File: config.mk
export PLATFORM = sky130hd
export DESIGN_NAME = psum_scratch_arbiter
export DESIGN_NICKNAME = d
export VERILOG_FILES = /design/src/rtl/psum_scratch_arbiter_pkg.sv /design/src/rtl/psum_scratch_arbiter_rr_arbiter.sv /design/src/rtl/psum_scratch_arbiter.sv
export SDC_FILE = /design/constraint.sdc
export NUM_CORES = 1
export LEC_CHECK = 0
export CORE_MARGIN = 3
export CORE_UTILIZATION = 52
export CTS_BUF_LIST = sky130_fd_sc_hd__clkbuf_4
export CTS_CLUSTER_SIZE = 16
export DETAILED_ROUTE_END_ITERATION = 8
export PLACE_DENSITY = 0.95
export SLEW_MARGIN = 15
export SYNTH_ARGS = -nofsm -noshare
export SYNTH_HDL_FRONTEND = slang
export SYNTH_HIERARCHICAL = 1
export SYNTH_SLANG_ARGS = --single-unit
export TNS_END_PERCENT = 1
File: constraint.sdc
create_clock -name clk -period 16 [get_ports clk]
set_input_delay 3.2 -clock clk [delete_from_list [all_inputs] [get_ports clk]]
set_output_delay 3.2 -clock clk [all_outputs]
set_load 0.03 [all_outputs]
File: src/rtl/psum_scratch_arbiter_pkg.sv
// Shared definitions for the partial-sum scratchpad arbiter: FSM encodings
// and helpers for slicing the packed per-lane request buses.
package psum_scratch_arbiter_pkg;

  localparam int ST_W = 2;

  localparam logic [ST_W-1:0] ST_IDLE  = 2'd0;
  localparam logic [ST_W-1:0] ST_ARB   = 2'd1;
  localparam logic [ST_W-1:0] ST_DRAIN = 2'd2;
  localparam logic [ST_W-1:0] ST_DONE  = 2'd3;

  // Width of an index able to address n items (at least one bit).
  function automatic int idx_w(input int n);
    return (n > 1) ? $clog2(n) : 1;
  endfunction

  // Lowest bit of lane 'lane' in a bus packed as lanes of 'width' bits.
  function automatic int lane_lsb(input int lane, input int width);
    return lane * width;
  endfunction

endpackage

File: src/rtl/psum_scratch_arbiter_rr_arbiter.sv
// Round-robin arbiter: one-hot grant searched from a rotating pointer that
// moves just past the most recently granted requester.
module rr_arbiter
  import psum_scratch_arbiter_pkg::*;
#(
  parameter int N = 4
) (
  input  logic         clk,
  input  logic         rst,
  input  logic         clear,
  input  logic         en,
  input  logic [N-1:0] req,
  output logic [N-1:0] gnt
);

  localparam int PW = idx_w(N);

  logic [PW-1:0] ptr;
  logic [PW-1:0] cand;
  logic [PW-1:0] gnt_idx;

  // Scan from the highest offset down so the lowest offset from ptr wins.
  always_comb begin
    gnt     = '0;
    gnt_idx = '0;
    cand    = '0;
    for (int i = N - 1; i >= 0; i--) begin
      cand = PW'((int'(ptr) + i) % N);
      if (en && req[cand]) begin
        gnt          = '0;
        gnt[cand]    = 1'b1;
        gnt_idx      = cand;
      end
    end
  end

  // Pointer advances past the granted lane and holds when nothing is granted.
  always_ff @(posedge clk or negedge rst) begin
    if (!rst) begin
      ptr <= '0;
    end else if (clear) begin
      ptr <= '0;
    end else if (|gnt) begin
      ptr <= PW'((int'(gnt_idx) + 1) % N);
    end
  end

endmodule

File: src/rtl/psum_scratch_arbiter.sv
// Shares one partial-sum scratchpad between NUM_REQ PE lanes. Each grant is a
// two-stage read-modify-write (or plain overwrite) at one access per cycle;
// the last write is held in a forwarding register so back-to-back accesses
// to the same address see the fresh value instead of the stale memory read.
module psum_scratch_arbiter
  import psum_scratch_arbiter_pkg::*;
#(
  parameter int NUM_REQ       = 4,
  parameter int SCRATCH_DEPTH = 16,
  parameter int SCRATCH_WIDTH = 16,
  parameter int ADDR_LEN      = 4
) (
  input  logic                                clk,
  input  logic                                rst,
  input  logic                                en,
  input  logic                                clear,
  input  logic                                flush,
  input  logic [NUM_REQ-1:0]                  req,
  input  logic [NUM_REQ-1:0]                  req_acc,
  input  logic [NUM_REQ*ADDR_LEN-1:0]         req_addr,
  input  logic [NUM_REQ*SCRATCH_WIDTH-1:0]    req_data,
  output logic [NUM_REQ-1:0]                  gnt,
  output logic                                mem_ren,
  output logic [ADDR_LEN-1:0]                 mem_raddr,
  input  logic [SCRATCH_WIDTH-1:0]            mem_rdata,
  output logic                                mem_wen,
  output logic [ADDR_LEN-1:0]                 mem_waddr,
  output logic [SCRATCH_WIDTH-1:0]            mem_wdata,
  output logic                                busy,
  output logic                                ovf,
  output logic                                flush_done
);

  localparam int KW = idx_w(NUM_REQ);

  if (ADDR_LEN != $clog2(SCRATCH_DEPTH)) begin : g_addr_len_check
    $error("ADDR_LEN must equal clog2(SCRATCH_DEPTH)");
  end

  // Two's-complement add that wraps to SCRATCH_WIDTH bits.
  function automatic logic signed [SCRATCH_WIDTH-1:0] add_wrap(
    input logic signed [SCRATCH_WIDTH-1:0] a,
    input logic signed [SCRATCH_WIDTH-1:0] b
  );
    return a + b;
  endfunction

  // Signed overflow: like-signed operands producing an opposite-signed sum.
  function automatic logic add_ovf(
    input logic signed [SCRATCH_WIDTH-1:0] a,
    input logic signed [SCRATCH_WIDTH-1:0] b,
    input logic signed [SCRATCH_WIDTH-1:0] s
  );
    return (a[SCRATCH_WIDTH-1] == b[SCRATCH_WIDTH-1]) &&
           (s[SCRATCH_WIDTH-1] != a[SCRATCH_WIDTH-1]);
  endfunction

  logic [ST_W-1:0]                  st;
  logic [ST_W-1:0]                  st_nxt;
  logic                             arb_en;

  logic                             gnt_any_p0;
  logic [KW-1:0]                    k_p0;
  logic [ADDR_LEN-1:0]              addr_p0;
  logic signed [SCRATCH_WIDTH-1:0]  data_p0;
  logic                             acc_p0;

  logic                             vld_p1;
  logic [ADDR_LEN-1:0]              addr_p1;
  logic signed [SCRATCH_WIDTH-1:0]  data_p1;
  logic                             acc_p1;
  logic signed [SCRATCH_WIDTH-1:0]  operand_p1;
  logic signed [SCRATCH_WIDTH-1:0]  sum_p1;
  logic signed [SCRATCH_WIDTH-1:0]  wdata_p1;
  logic                             ovf_p1;
  logic                             wen_p1;

  logic                             fwd_vld_p2;
  logic [ADDR_LEN-1:0]              fwd_addr_p2;
  logic signed [SCRATCH_WIDTH-1:0]  fwd_data_p2;

  // Flush and clear both win over arbitration in the cycle they are raised.
  assign arb_en = (st == ST_ARB) && !flush && !clear;

  rr_arbiter #(
    .N (NUM_REQ)
  ) u_rr_arbiter (
    .clk   (clk),
    .rst   (rst),
    .clear (clear),
    .en    (arb_en),
    .req   (req),
    .gnt   (gnt)
  );

  // ---- stage 0: grant cycle, select the winning lane and issue the read ----
  // Convert the one-hot grant into a lane index.
  always_comb begin
    k_p0 = '0;
    for (int i = 0; i < NUM_REQ; i++) begin
      if (gnt[i]) k_p0 = KW'(i);
    end
  end

  assign gnt_any_p0 = |gnt;
  assign addr_p0    = req_addr[lane_lsb(int'(k_p0), ADDR_LEN) +: ADDR_LEN];
  assign data_p0    = $signed(req_data[lane_lsb(int'(k_p0), SCRATCH_WIDTH) +: SCRATCH_WIDTH]);
  assign acc_p0     = req_acc[k_p0];

  assign mem_ren    = gnt_any_p0 & acc_p0;
  assign mem_raddr  = gnt_any_p0 ? addr_p0 : '0;

  // ---- stage 1: operand select (forward or memory), add, write back ----
  assign operand_p1 = (fwd_vld_p2 && (fwd_addr_p2 == addr_p1)) ? fwd_data_p2
                                                                : $signed(mem_rdata);
  assign sum_p1     = add_wrap(operand_p1, data_p1);
  assign ovf_p1     = add_ovf(operand_p1, data_p1, sum_p1);
  assign wdata_p1   = acc_p1 ? sum_p1 : data_p1;

  // A clear arriving while a write is in flight drops that write.
  assign wen_p1     = vld_p1 & ~clear;
  assign mem_wen    = wen_p1;
  assign mem_waddr  = wen_p1 ? addr_p1 : '0;
  assign mem_wdata  = wen_p1 ? wdata_p1 : '0;

  assign busy       = (st != ST_IDLE) || vld_p1;
  assign flush_done = (st == ST_DONE);

  // Controller sequencing: arbitrate until flushed, then drain and report.
  always_comb begin
    st_nxt = st;
    case (st)
      ST_IDLE:  if (en)      st_nxt = ST_ARB;
      ST_ARB:   if (flush)   st_nxt = ST_DRAIN;
      ST_DRAIN: if (!vld_p1) st_nxt = ST_DONE;
      default:               st_nxt = ST_IDLE;
    endcase
  end

  // Control state: FSM, stage valids and the sticky overflow flag.
  always_ff @(posedge clk or negedge rst) begin
    if (!rst) begin
      st         <= ST_IDLE;
      vld_p1     <= 1'b0;
      fwd_vld_p2 <= 1'b0;
      ovf        <= 1'b0;
    end else if (clear) begin
      st         <= ST_IDLE;
      vld_p1     <= 1'b0;
      fwd_vld_p2 <= 1'b0;
      ovf        <= 1'b0;
    end else begin
      st     <= st_nxt;
      vld_p1 <= gnt_any_p0;
      if (st == ST_DONE) begin
        fwd_vld_p2 <= 1'b0;
      end else if (wen_p1) begin
        fwd_vld_p2 <= 1'b1;
      end
      if (wen_p1 && acc_p1 && ovf_p1) begin
        ovf <= 1'b1;
      end
    end
  end

  // ---- stage 2: forwarding register holds the most recent write ----
  // Datapath registers; their valids above qualify every use.
  always_ff @(posedge clk) begin
    if (gnt_any_p0) begin
      addr_p1 <= addr_p0;
      data_p1 <= data_p0;
      acc_p1  <= acc_p0;
    end
    if (wen_p1) begin
      fwd_addr_p2 <= addr_p1;
      fwd_data_p2 <= wdata_p1;
    end
  end

endmodule

## Word level (Yosys, flattened, before mapping)

Cells that the tools add are included.

- Mux-type cells: 47
- Order comparisons: 9
- Reductions and logical operators: 24
- Shift-type cells: 2
- Add/sub/neg operators: 5
- Bitwise gates (word level): 3
- Eq/ne operators: 9

Operators with widths:

| kind | number |
|---|---|
| $shiftx A64 B7 Y16 | 1 |
| $mux W16 | 3 |
| $mux W2 | 12 |
| $mux W4 | 6 |
| $add A16 B16 Y16 | 1 |
| $mux W1 | 16 |
| $shiftx A16 B5 Y4 | 1 |
| $lt A2 B3 Y1 const B | 5 |
| $logic_and A1 B1 Y1 | 14 |
| $bmux W1 S2 | 5 |
| $ne A3 B3 Y1 const B | 3 |
| $demux W1 S2 | 4 |
| $ge A2 B1 Y1 const B | 4 |
| $pmux W2 S3 | 1 |
| $reduce_bool A2 Y1 | 3 |
| $add A2 B1 Y2 const B | 2 |
| $add A2 B2 Y2 const B | 2 |
| $eq A2 B2 Y1 const B | 2 |
| $eq A4 B4 Y1 | 1 |
| $reduce_or A4 Y1 | 1 |
| $reduce_and A3 Y1 | 1 |
| $reduce_bool A3 Y1 | 1 |
| $and A1 B1 Y1 | 2 |
| $eq A2 B1 Y1 const B | 1 |
| other kinds (6) | 7 |

- Output and inout bits: 33
- Register bits after elaboration: 48
- Input port bits: 109

## Depth between registers and ports, before layout

- Word-level depth: 15
- Mapped depth: 15

## Modules after synthesis

The synthesis kept the hierarchy.

Modules (own cells, without submodules):

| module | instances | area each (um^2) | sequential area each (um^2) | cells an instance |
|---|---|---|---|---|
| psum_scratch_arbiter | 1 | 3500.9 | 1356.3 | 367 |
| rr_arbiter | 1 | 734.5 | 50.0 | 80 |

## Worst setup path after synthesis

Ideal clock, no wire load.

- Kind: input -> output
- Start point: input clear
- End point: output mem_ren
- Buffers on the path: 3
- Data required time: 12.800 ns
- Setup slack: 6.188 ns
- Arrival time: 6.612 ns
- Stages: 11
- Cells stage by stage: clkbuf_1 nor3b_1 clkinv_1 nor2_1 o211ai_1 a41oi_4 clkbuf_1 buf_1 nor4_1 inv_1 and2_1

- Word-level cells in the longest chain between the ends: 13
- Elaborated cells between the ends (all ways): 17

RTL lines:

| element | line | RTL |
|---|---|---|
| start: declaration | psum_scratch_arbiter.sv:16 | `input logic clear,` |
| $logic_not A1 Y1 (*) | psum_scratch_arbiter.sv:83 | `assign arb_en = (st == ST_ARB) && !flush && !clear;` |
| $logic_and A1 B1 Y1 (*) | psum_scratch_arbiter.sv:83 |  |
| net arb_en | psum_scratch_arbiter.sv:60 | `logic arb_en;` |
| $logic_and A1 B1 Y1 | psum_scratch_arbiter_rr_arbiter.sv:29 | `if (en && req[cand]) begin` |
| $mux W4 (3 in a row) | psum_scratch_arbiter_rr_arbiter.sv:29 |  |
| $mux W4 (*) | psum_scratch_arbiter_rr_arbiter.sv:29 |  |
| net gnt[1] | psum_scratch_arbiter.sv:22 | `output logic [NUM_REQ-1:0] gnt,` |
| $mux W1 | psum_scratch_arbiter.sv:101 | `if (gnt[i]) k_p0 = KW'(i);` |
| $mux W2 (2 in a row) | psum_scratch_arbiter.sv:101 |  |
| $bmux W1 S2 | psum_scratch_arbiter.sv:108 | `assign acc_p0 = req_acc[k_p0];` |
| $mux W1 (not written as such) | psum_scratch_arbiter.sv:108 |  |
| $and A1 B1 Y1 (*) | psum_scratch_arbiter.sv:110 | `assign mem_ren = gnt_any_p0 & acc_p0;` |
| end: declaration | psum_scratch_arbiter.sv:23 | `output logic mem_ren,` |

Mark *: on every way through the listed nets, which the timed path passes. The rest lies on a longest branch. The select of a mux whose other input is x is not followed.

## Worst setup path in the final report

- Start point: input clear
- End point: output mem_raddr[3]

- Word-level cells in the longest chain between the ends: 12
- Elaborated cells between the ends (all ways): 16

RTL lines:

| element | line | RTL |
|---|---|---|
| $logic_not A1 Y1 (*) | psum_scratch_arbiter.sv:83 |  |
| $logic_and A1 B1 Y1 (*) | psum_scratch_arbiter.sv:83 |  |
| net arb_en | psum_scratch_arbiter.sv:60 |  |
| $logic_and A1 B1 Y1 | psum_scratch_arbiter_rr_arbiter.sv:29 |  |
| $mux W4 (3 in a row) | psum_scratch_arbiter_rr_arbiter.sv:29 |  |
| $mux W4 (*) | psum_scratch_arbiter_rr_arbiter.sv:29 |  |
| $mux W1 | psum_scratch_arbiter.sv:101 |  |
| $mux W2 (2 in a row) | psum_scratch_arbiter.sv:101 |  |
| $shiftx A16 B5 Y4 | psum_scratch_arbiter.sv:106 | `assign addr_p0 = req_addr[lane_lsb(int'(k_p0), ADDR_LEN) +: ADDR_LEN];` |
| $mux W4 (*) | psum_scratch_arbiter.sv:111 | `assign mem_raddr = gnt_any_p0 ? addr_p0 : '0;` |
| end: declaration | psum_scratch_arbiter.sv:24 | `output logic [ADDR_LEN-1:0] mem_raddr,` |

Mark *: on every way through the listed nets, which the timed path passes. The rest lies on a longest branch.

==> flow_summary.yaml <==
synth:
  synth_edf_count: 41
  synth_area_leaders: "edfxtp_1 (29%), ha_1 (7.7%), mux2_2 (7.4%), mux2i_1 (5.7%), nand2_1 (4.5%)"
  ys_warn_count: 6
  yosysTopAreaCell: "edfxtp_1"
  synth_area_um2: 4235
  ys_seq_area_share_pct: 33.21
  synthArstFlopShare_pct: 14.58
  synth_top_area_share_pct: 29.07
  yosysUniqueCellTypes: 59
  synth_nets: 583
  netlist_instances: 447
  ys_ff_latch: 48
  synth-main-ff-cell: "edfxtp_1"
  syn_area_per_cell_um2: 9.475
pwr:
  p_leak_nw: 2.127
  p_per_area_nw_per_um2: 114.2
  peakVddDrop_uv: 58.82
die:
  fp.dieArea_um2: 9264
  initial_core_util_pct: 54.25
  die_height_um: 96.25
  io_pins: 142
  die_w_um: 96.25
  rows: 32
  core-area_um2: 7807
placement:
  place.gp.congestion: 1.019
  dp.cells: 669
  place_area_um2: 5705
  hpwlAfterDp_um: 8773
  portBuffers: 141
clocking:
  clock-sinks: 48
  cts_hold_buf: 0
  post_cts_buffers: 0
  post_cts_resized: 0
  cts_max_level: 2
  cts_tree: "yes"
  clk_path_buf_depth: 2
  cts_made_buffers: 5
  cts_root_buffer: "clkbuf_4"
  clock_latency_ps: 360
  clk_pin_slew_ps: 130
setup_path:
  r2r_cells: 8
  worstReg2RegStart: "u_rr_arbiter/ptr[0]$_DFFE_PN0P_"
  start_kind: "input port"
  crit_type: "in2out"
  r2r_slack_ps: 11170
  cp-end-kind: "primary output"
  crit_fanout: 45
  cp.required_ps: 12800
  r2r-end: "data_p1[1]$_DFFE_PN_"
  cp_data_arrival_time_ps: 8050
sta:
  maxSlewViolCount: 0
  layout_min_cycle_time_ps: 11250
  rsz0062_at_grt: "no"
  worstMarginPinSlew_ps: 1139
  holdWs_ps: 522.7
  fmax_mhz: 88.90
  max_slew_margin_pct: 23.85
  timing.setup.tns_ps: 0
  finalSetupViolCount: 0
  hold_violations: 0
  worst_clock_skew_ps: 18.98
  min_period_over_period_pct: 70.31
finish:
  final_common_cell: "clkdlybuf4s50_1"
  fin_nets: 711
  fin_area_um2: 5813
  fin_util_pct: 74.46
  fin_cells: 678
  area_growth_pct: 37.25
  drive_above_1_share_pct: 9.375
  layout_common_cells: "clkdlybuf4s50_1 (141), nand2_1 (51), edfxtp_1 (41)"
  diodes: 0
outcome:
  status: "completed"
job:
  cap_violations: 0
detailed_routing:
  ant_nets: 0
  routedWlPerCell_um: 16.18
  drc: 0
  initialDrtViolationCount: 259
  wirelength_um: 10970
  dr.pass1.iters: 5
  num_vias: 3900
  viasPerCell: 5.752
min_path:
  hold_class: "reg2reg"
  worstHoldStart: "addr_p1[2]$_DFFE_PN_"
  hold_depth: 0
  hold_end: "fwd_addr_p2[2]$_DFFE_PP_"
global_routing:
  grt_overflow_total: 0
  grt_pass1_wl_um: 17550
  grt_max_degree: 46
  antenna_found_initial: 0
  grt_pass1_vias: 3853
  grt_usage_pct: 24.25
## cell families after synthesis
family | share of synthesized area (%)
flip-flops | 33.21
XOR/XNOR | 3.102
multiplexers | 14.86
AO/OA/AOI/OAI | 17.78
buffers and inverters | 3.752
AND/OR/NAND/NOR | 19.14
adder cells (fa/ha/maj) | 8.154
## per-stage QoR
stage               total power [W]  setup slack [ps]
finish                    0.0006639              4751
global route              0.0007125              4193
CTS                       0.0006595              4729
detailed placement        0.0005873              4739
global placement          0.0005719              5026
floorplan                 0.0004771              6188
## worst max path at each step
stage	from	to	slack, ps	cells past startpoint
final	clear	mem_raddr[3]	4750	10
after detailed placement	clear	mem_raddr[0]	4740	10
after CTS	clear	mem_ren	4730	10
after global placement	clear	mem_ren	5030	10
after global routing	clear	mem_ren	4190	10
after floorplan	clear	mem_ren	6190	11
## flip-flops by register name, indices dropped and copies added (netlist names)
register / cells
data_p1: 16
fwd_data_p2: 16
addr_p1: 4
fwd_addr_p2: 4
st: 2
u_rr_arbiter/ptr: 2
acc_p1: 1
fwd_vld_p2: 1
ovf: 1
vld_p1: 1
## power by group
group	internal, W	total (W)	switching [W]
logic	0.000173	0.000371	0.000198
registers	0.000187	0.000221	0.0000334
clock network	0.0000345	0.0000721	0.0000376
## synthesized netlist by cell type, drive strengths merged (3+ instances only)
library cell and count:
clkbuf 14, edfxtp 41, a211oi 5, xnor2 8, nor2b 13, inv 15
mux2 29, nand2b 11, nand3b 3, and2 20, mux2i 25, nor3 3
o211ai 5, o22ai 3, a41oi 4, a21o 6, xor2 7, dfrtp 7
o21ai 27, o31ai 6, nand3 5, ha 26, nor3b 5, nand2 51
a21oi 32, nor4 4, buf 8, nor2 34
## layout make-up
cell class / instances / area, um^2
Multi-Input combinational cell: 361 / 2693
Fill cell: 545 / 1994
Timing Repair Buffer: 143 / 1446
Sequential cell: 48 / 1406
Tap cell: 102 / 127.6
Inverter: 16 / 60.06
Clock buffer: 6 / 45.04
Clock inverter: 2 / 35.03
## critical path, cell delays in order
cell and delay (ps):
clkdlybuf4s50_1 580, nor3b_1 660, nand2b_1 190, nor3b_1 410, o21ai_0 220, a41oi_4 940, nor4_1 220, inv_1 690
and2_1 240, clkdlybuf4s50_1 680
## layer usage
metal	vias up	track usage, %	part of all wire, %
met5	-	0	0
met4	0	9.597	2.6
met3	27	3.362	7.4
met2	188	41.81	49
met1	1795	30.45	41
li1	1890	-	-
No activity file was read; power rests on OpenSTA's default activity.
